## config.mk

```make
export PLATFORM = sky130hd
export DESIGN_NAME = hmmm_core
export DESIGN_NICKNAME = d
export VERILOG_FILES = /design/src/rtl/hmmm_core.sv
export SDC_FILE = /design/constraint.sdc
export NUM_CORES = 1
export LEC_CHECK = 0
export ABC_AREA = 1
export ABC_CLOCK_PERIOD_IN_PS = 5900
export BUFFER_PORTS_ARGS = -buffer_cell sky130_fd_sc_hd__buf_4
export CAP_MARGIN = 40
export CORE_MARGIN = 2
export CORE_UTILIZATION = 60
export DETAILED_ROUTE_END_ITERATION = 10
export PLACE_DENSITY_LB_ADDON = 0.1
export SYNTH_ARGS = -nofsm -noshare
export SYNTH_HDL_FRONTEND = slang
export SYNTH_SLANG_ARGS = --single-unit
```

## constraint.sdc

```tcl
create_clock -name clk -period 5.9 [get_ports clk]
set_clock_uncertainty 0.1 [all_clocks]
set_input_delay 0.295 -clock clk [delete_from_list [all_inputs] [get_ports clk]]
set_output_delay 0.295 -clock clk [all_outputs]
set_load 0.05 [all_outputs]
```

## src/rtl/hmmm_core.sv

```systemverilog
// hmmm_core: parametrised multi-cycle HMMM processor with a ready-handshaked memory port.
// Define HMMM_CORE_MUL_EN to make funct 1101 a multiply; otherwise it executes as a nop.
module hmmm_core #(
  parameter int DATA_W = 8,
  parameter int ADDR_W = 8,
  parameter int NREGS  = 8,
  localparam int RA_W    = $clog2(NREGS),
  localparam int INSTR_W = 4 + RA_W + DATA_W
) (
  input  logic               clk,
  input  logic               reset,
  output logic               mem_req,
  output logic               mem_we,
  output logic [ADDR_W-1:0]  mem_addr,
  output logic [DATA_W-1:0]  mem_wdata,
  input  logic [INSTR_W-1:0] mem_rdata,
  input  logic               mem_ready,
  output logic [ADDR_W-1:0]  pc,
  output logic               halted
);

  typedef enum logic [1:0] {FETCH, EXEC, MEM, HALT} stateType;

  stateType           state;
  logic [INSTR_W-1:0] instr;
  logic [DATA_W-1:0]  regs [NREGS];

  logic [3:0]        funct;
  logic [RA_W-1:0]   rd, rs, rt;
  logic [DATA_W-1:0] imm, rdVal, rsVal, rtVal, aluRes;
  logic [ADDR_W-1:0] pcInc, pcNext;
  logic              regWrite, toMem, toHalt;

  assign funct = instr[INSTR_W-1 -: 4];
  assign rd    = instr[INSTR_W-5 -: RA_W];
  assign imm   = instr[DATA_W-1:0];
  assign rs    = imm[DATA_W-1 -: RA_W];
  assign rt    = imm[DATA_W-1-RA_W -: RA_W];
  assign rdVal = regs[rd];
  assign rsVal = regs[rs];
  assign rtVal = regs[rt];
  assign pcInc = pc + ADDR_W'(1);

  // Execute-stage decode: result, register write enable and next PC.
  always_comb begin
    aluRes   = '0;
    regWrite = 1'b0;
    toMem    = 1'b0;
    toHalt   = 1'b0;
    pcNext   = pcInc;
    case (funct)
      4'b0000: begin toHalt = 1'b1; pcNext = pc; end
      4'b0001: begin regWrite = 1'b1; aluRes = imm; end
      4'b0010, 4'b0011: begin toMem = 1'b1; pcNext = pc; end
      4'b0100: begin regWrite = 1'b1; aluRes = rtVal; end
      4'b0101: begin regWrite = 1'b1; aluRes = '0 - rtVal; end
      4'b0110: begin regWrite = 1'b1; aluRes = rsVal + rtVal; end
      4'b0111: begin regWrite = 1'b1; aluRes = rsVal - rtVal; end
      4'b1000: if (rdVal == '0) pcNext = imm[ADDR_W-1:0];
      4'b1001: if (rdVal != '0) pcNext = imm[ADDR_W-1:0];
      4'b1010: if (!rdVal[DATA_W-1] && rdVal != '0) pcNext = imm[ADDR_W-1:0];
      4'b1011: if (rdVal[DATA_W-1]) pcNext = imm[ADDR_W-1:0];
      4'b1100: pcNext = imm[ADDR_W-1:0];
      4'b1110: pcNext = rdVal[ADDR_W-1:0];
`ifdef HMMM_CORE_MUL_EN
      4'b1101: begin regWrite = 1'b1; aluRes = rsVal * rtVal; end
`endif
      default: ;
    endcase
  end

  // Main FSM; memory outputs are registered and only change on a state transition.
  always_ff @(posedge clk or negedge reset) begin
    if (!reset) begin
      state     <= FETCH;
      pc        <= '0;
      instr     <= '0;
      mem_req   <= 1'b0;
      mem_we    <= 1'b0;
      mem_addr  <= '0;
      mem_wdata <= '0;
      halted    <= 1'b0;
      for (int i = 0; i < NREGS; i++) regs[i] <= '0;
    end else begin
      case (state)
        FETCH: begin
          if (!mem_req) begin
            mem_req  <= 1'b1;
            mem_addr <= pc;
          end else if (mem_ready) begin
            instr   <= mem_rdata;
            mem_req <= 1'b0;
            state   <= EXEC;
          end
        end
        EXEC: begin
          if (regWrite) regs[rd] <= aluRes;
          if (toHalt) begin
            halted <= 1'b1;
            state  <= HALT;
          end else if (toMem) begin
            mem_req   <= 1'b1;
            mem_we    <= (funct == 4'b0010);
            mem_addr  <= rtVal[ADDR_W-1:0];
            mem_wdata <= rsVal;
            state     <= MEM;
          end else begin
            pc       <= pcNext;
            mem_req  <= 1'b1;
            mem_addr <= pcNext;
            state    <= FETCH;
          end
        end
        MEM: begin
          if (mem_ready) begin
            if (!mem_we) regs[rd] <= mem_rdata[DATA_W-1:0];
            pc       <= pcInc;
            mem_we   <= 1'b0;
            mem_addr <= pcInc;
            state    <= FETCH;
          end
        end
        HALT: ;
        default: state <= HALT;
      endcase
    end
  end

endmodule

```

# [Word-level counts from Yosys, hierarchy flattened]
# Index checks and enable logic that the tools add are counted.
# Widths: inputs -> output; s select.
[word_totals] ff_bits=108 latch_bits=0 ramBits=0 romBits=0 inputBits=18 out_inout_bits=27 wordCells=122 n_memories=0
[op_classes] add_sub_neg=4 multipliers=0 n_div=0 magnitude_cmp=4 n_eq_ne=24 n_shift=0 n_mux=48 bitwise_logic=4 n_reduce_logical=22
[ops] operator="$mux 64" n=3
[ops] operator="$mux 8" n=17
[ops] operator="$bwmux 64" n=2
[ops] operator="$pmux 64 s2" n=1
[ops] operator="$bmux 8 s3" n=3
[ops] operator="$pmux 8 s7" n=1
[ops] operator="$pmux 8 s5" n=1
[ops] operator="$demux 8 s3" n=1
[ops] operator="$eq 4x4->1 const B" n=6
[ops] operator="$pmux 8 s3" n=1
[ops] operator="$reduce_and 4->1" n=5
[ops] operator="$ne 2x2->1 const B" n=9
[ops] operator="$eq 4x3->1 const B" n=4
[ops] operator="$pmux 8 s2" n=1
[ops] operator="$ge 4x4->1 const B" n=3
[ops] operator="$not 3->4" n=3
[ops] operator="$mux 2" n=5
[ops] operator="$mux 1" n=9
[ops] operator="$add 8x1->8 const B" n=1
[ops] operator="$add 8x8->8" n=1
[ops] operator="$eq 4x2->1 const B" n=2
[ops] operator="$logic_not 8->1" n=1
[ops] operator="$reduce_bool 8->1" n=1
[ops] operator="$sub 1x8->8 const A" n=1
[ops] operator="19 further kinds" n=24

# [Logic depth before layout (Yosys ltp)]
[logic_depth] depth_word=11 mapped_depth=24 ltp_nobuf=22

# [Least setup slack after synthesis]
# OpenSTA, ideal clock, no wires.
[synth_path] kind="register to register" startpoint="reg instr[2]" endpoint="reg regs[37] (netlist bit)" t_arrival_ps=3225 t_required_ps=5663 slack_ps=2438 stages_incl_launch_ff=23 path_buffers=2 synth_period_minus_slack_ps=3462 cell_sequence="dfrtp_1 -> buf_4 -> buf_2 -> a21oi_1 -> o21ai_0 -> nand3_1 -> nand2_1 -> ha_1 -> xnor2_1 -> inv_1 -> o21ai_0 -> ha_1 -> a21oi_1 -> nand2_1 -> inv_1 -> nor2_1 -> o21ai_0 -> nand2_1 -> or2_2 -> a31oi_1 -> nand2_1 -> nor2_1 -> o21ai_0"
[synth_via] elab_chain_cells=9 elab_cells_between_ends=11
[synth_lines] element="start: declaration" line_no="25" source="logic [INSTR_W-1:0] instr;"
[synth_lines] element="start signal: assignment" line_no="91" source="instr <= mem_rdata;"
[synth_lines] element="$not 3->4 (not written as such) (*)" line_no="41" source="assign rtVal = regs[rt];"
[synth_lines] element="$bmux 8 s3 (*)" line_no="41"
[synth_lines] element="$mux 8 (not written as such) (*) (2 in series)" line_no="41"
[synth_lines] element="$sub 8x8->8, or another cell as far along" line_no="58" source="4'b0111: begin regWrite = 1'b1; aluRes = rsVal - rtVal; end"
[synth_lines] element="$pmux 8 s5 (*)" line_no="51" source="case (funct)"
[synth_lines] element="$bwmux 64 (*)" line_no="97" source="if (regWrite) regs[rd] <= aluRes;"
[synth_lines] element="$mux 64 (*)" line_no="97"
[synth_lines] element="$pmux 64 s2 (*)" line_no="85" source="case (state)"
[synth_lines] element="end signal: indexed assignment" line_no="97"
[synth_lines] element="end signal: indexed assignment" line_no="116" source="if (!mem_we) regs[rd] <= mem_rdata[DATA_W-1:0];"
[synth_lines] element="end: declaration" line_no="26" source="logic [DATA_W-1:0] regs [NREGS];"
# Mark *: on every way between the ends. The rest lies on a longest branch, timed or not. The select of a mux whose other input is x is not followed.
# A chain may end at the register's enable or synchronous reset.

# [Worst setup path after layout]
[layout_path] startpoint="reg instr[3]" endpoint="reg regs[30] (netlist bit)"
# Same word-level chain as after synthesis.

==> flow_summary_export.csv <==
group,metric,value,unit
synth,seq_area_frac_synth,33.2,%
global_routing,grt_max_degree,58,
synth,synth_top_family_by_area,"simple AND/OR/NAND/NOR gates",
cts,cts-resized-gates,0,
setup_path,rrSetupSlack,960,ps
floorplanning,die_w,121,um
cells_and_area,final_nets,1320,
synth,synth.largest_area_cell,"dfrtp_1",
floorplanning,die_area,0.0145,mm^2
synth,syn_inst,1280,
cts,cts_root_buf,"clkbuf_16",
cts,cts_tree,"yes",
power_and_ir_drop,leakage,4.52,nW
sta,max_clock_freq,203,MHz
sta,grt_setup_unrepaired,"no",
setup_path,cp_max_fo,20,
synth,netlist_area,0.00815,mm^2
synth,synth-seq-cells,108,
setup_path,worstSetupPathType,"flip-flop to flip-flop",
synth,yosysWarnings,0,
cts,htree_levels,3,
global_routing,track_usage,38.8,%
cts,cts_buffers,9,
synth,syn_nets,1312,
setup_path,r2r_cells,20,
synth,synth_common_cells,"nand2_1 (439), o21ai_0 (134), inv_1 (126)",
floorplanning,pin_count,45,
synth,synthDominantCellAreaShare,33.2,%
cells_and_area,antenna_cells,0,
synth,muxShareOfSynthArea,0.414,%
floorplanning,coreArea,0.0132,mm^2
synth,synth-simple-area-share,31.4,%
power_and_ir_drop,cellPowerDensity,167,mW/mm^2
cts,cts_buffer_depth,2,
setup_path,cpLargestDelayFamily,"simple AND/OR/NAND/NOR gates",
synth,synth-xor-area-share,1.18,%
synth,synth_compound_area_share,21.4,%
sta,max_slew.worst_pin.slew,928,ps
drt,drt-wirelength-per-cell,18.6,um
sta,fin_tns_setup,0,ps
sta,post-route-min-period,4940,ps
setup_path,slowest_stage,"dfrtp_1",
sta,setup_viol,0,
cells_and_area,area_growth,8.49,%
place,portBuffers,44,
synth,synth_ff_type,"dfrtp_1",
place,hpwl,19.2,mm
setup_path,worstPathRequired,6020,ps
global_routing,gr-total-overflow,0,
setup_path,critical_path.most_common_cell,"nand2_1",
drt,final_antenna_net_count,0,
sta,hold_viol,0,
floorplanning,initial_utilization,61.5,%
sta,slew_viol_final,0,
drt,first_iter_violations,1141,
setup_path,path_buf_inv,1,
synth,synth_most_common_cell,"nand2_1",
global_routing,grt_pass1_wl,43.3,mm
synth,synth_fa_ha_area_share,2.24,%
drt,drt_wl_total,27.4,mm
min_path,hold_class,"primary input to flip-flop",
run_status,status,"complete, no violations",
setup_path,crit_chain,"inv_1 -> a21oi_1 -> o21ai_0 -> nand3_1 -> nand2_1 -> ha_1 -> nand2_1 -> o21ai_0 -> fa_1 -> nor2_1 -> o21ai_0 -> nand2_1 -> nand2_1 -> nand2_1 -> a21oi_1 -> or2_2 -> a31oi_1 -> nand2_1 -> nor2_1 -> o22ai_1",
synth,synth_area_leaders,"dfrtp_1 (33%), nand2_1 (20%), o21ai_0 (8.2%)",
power_and_ir_drop,peakVddDrop,183,uV
sta,min_period_over_period,83.7,%
sta,slew_headroom,38.0,%
drt,detailedRoute.firstPassIterationCount,6,
cells_and_area,post-route-util,66.8,%
drt,vias_per_cell,6.02,
synth,synth_cell_type_count,42,
synth,post_synth.cell_area_avg,6.37,um^2
job,timing.max_cap.violations,0,
setup_path,crit_path_end_kind,"flip-flop",
setup_path,worstSetupStartpointType,"flip-flop",
cts,insertion_delay,370,ps
setup_path,r2r-end,"regs[30]",
synth,synth-edff-count,0,
drt,drc_errors,0,
setup_path,crit_path_end,"regs[30]",
setup_path,slowest_delay,850,ps
synth,ys_async_sr_fraction,100,%
global_routing,antenna_found_initial,0,
place,gp_congestion,1.04,
cells_and_area,drive_gt1_share,7.73,%
global_routing,grt_pass1_vias,8064,
floorplanning,die_h,121,um
setup_path,cp.depth,20,
drt,dr_total_vias,8847,
floorplanning,rows,42,
setup_path,reg2reg_from,"instr[3]",
cts,cts.sink_count,108,
cts,cts.clk_slew.worst_paths,80,ps
setup_path,cp.arrival,5050,ps
setup_path,crit_start,"instr[3]",
[sequential cells by signal, indices dropped and copies added (netlist names)]
| name | cells |
|---|---|
| state | 2 |
| instr | 15 |
| halted | 1 |
| pc | 8 |
| mem_req | 1 |
| mem_wdata | 8 |
| mem_we | 1 |
| mem_addr | 8 |
| regs | 64 |
[how the worst min path moves through the flow]
stage	slack (ps)	cells after the start	endpoint	startpoint
2_1_floorplan	-100	0	halted	reset
3_3_place_gp	270	1	instr[9]	reset
3_5_place_dp	280	1	instr[9]	reset
4_1_cts	50	2	instr[11]	mem_rdata[11]
5_1_grt	50	2	instr[11]	mem_rdata[11]
6_report	50	2	instr[14]	mem_rdata[14]
[cell families (layout without fill, tap and decap cells)]
group                    Yosys count  count (layout)
flip-flops                       108             108
adder cells (fa/ha/maj)           14              14
multiplexers                       3               3
buffers and inverters            200             213
XOR/XNOR                          11              11
AND/OR/NAND/NOR                  626             626
AO/OA/AOI/OAI                    318             318
[metal layers]
metal | share of wire [%] | vias to the layer above | global-route usage, % | wire (um)
met5 | 0 | - | 0 | 0
met4 | 3.8 | 0 | 14.5 | 1050
met3 | 12 | 96 | 11.7 | 3280
met2 | 42 | 523 | 57.7 | 11600
met1 | 42 | 4004 | 53.5 | 11500
li1 | - | 4224 | - | -
[per-stage QoR]
stage | cells | worst slack, ps | hold WS, ps | power (W) | instance area (um^2)
floorplan | 1280 | 2440 | -101 | 0.000791 | 8150
global placement | 1450 | 1250 | 269 | 0.000828 | 8470
detailed placement | 1452 | 1180 | 281 | 0.000829 | 8510
CTS | 1469 | 1140 | 50.5 | 0.00148 | 8840
global route | 1469 | 644 | 51.0 | 0.00151 | 8840
finish | 1469 | 964 | 52.9 | 0.00147 | 8840
[area by class of cell]
type | instances | area, um^2
clock inverter | 7 | 93.8
multi-input combinational | 972 | 4610
sequential | 108 | 2700
timing repair buffer | 58 | 465
tap | 176 | 220
inverter | 139 | 522
fill | 1252 | 4400
clock buffer | 9 | 225
[placed cells by master, fill, tap and decap left out, types with 3 or more instances in the layout]
| cell | instances |
|---|---|
| nor2_1 | 72 |
| a21oi_1 | 96 |
| a211oi_1 | 3 |
| nand4_1 | 4 |
| o21ai_1 | 17 |
| nand2_1 | 439 |
| mux2_2 | 3 |
| clkbuf_16 | 9 |
| dfrtp_1 | 108 |
| clkinv_1 | 5 |
| o22ai_1 | 29 |
| ha_1 | 13 |
| inv_1 | 126 |
| inv_2 | 8 |
| a31oi_1 | 7 |
| nor3_1 | 11 |
| or2_2 | 4 |
| o21ai_0 | 134 |
| a221oi_1 | 5 |
| o211ai_1 | 15 |
| buf_4 | 55 |
| nand3b_1 | 3 |
| xor2_1 | 9 |
| and3_1 | 3 |
| nand3_1 | 81 |
| o221ai_1 | 7 |
[report_power, final]
part | total [W] | internal (W) | switching [W]
Sequential | 0.000749 | 0.000742 | 0.00000671
Combinational | 0.0000659 | 0.0000190 | 0.0000469
Clock | 0.000660 | 0.000342 | 0.000318
[repair_timing]
action	4_1_cts	5_1_grt
hold endpoints to repair	51	0
endpoints found under the setup margin	0	0
hold buffers	1	0
buffers inserted	0	0
Power figures use the tool's default switching activity.
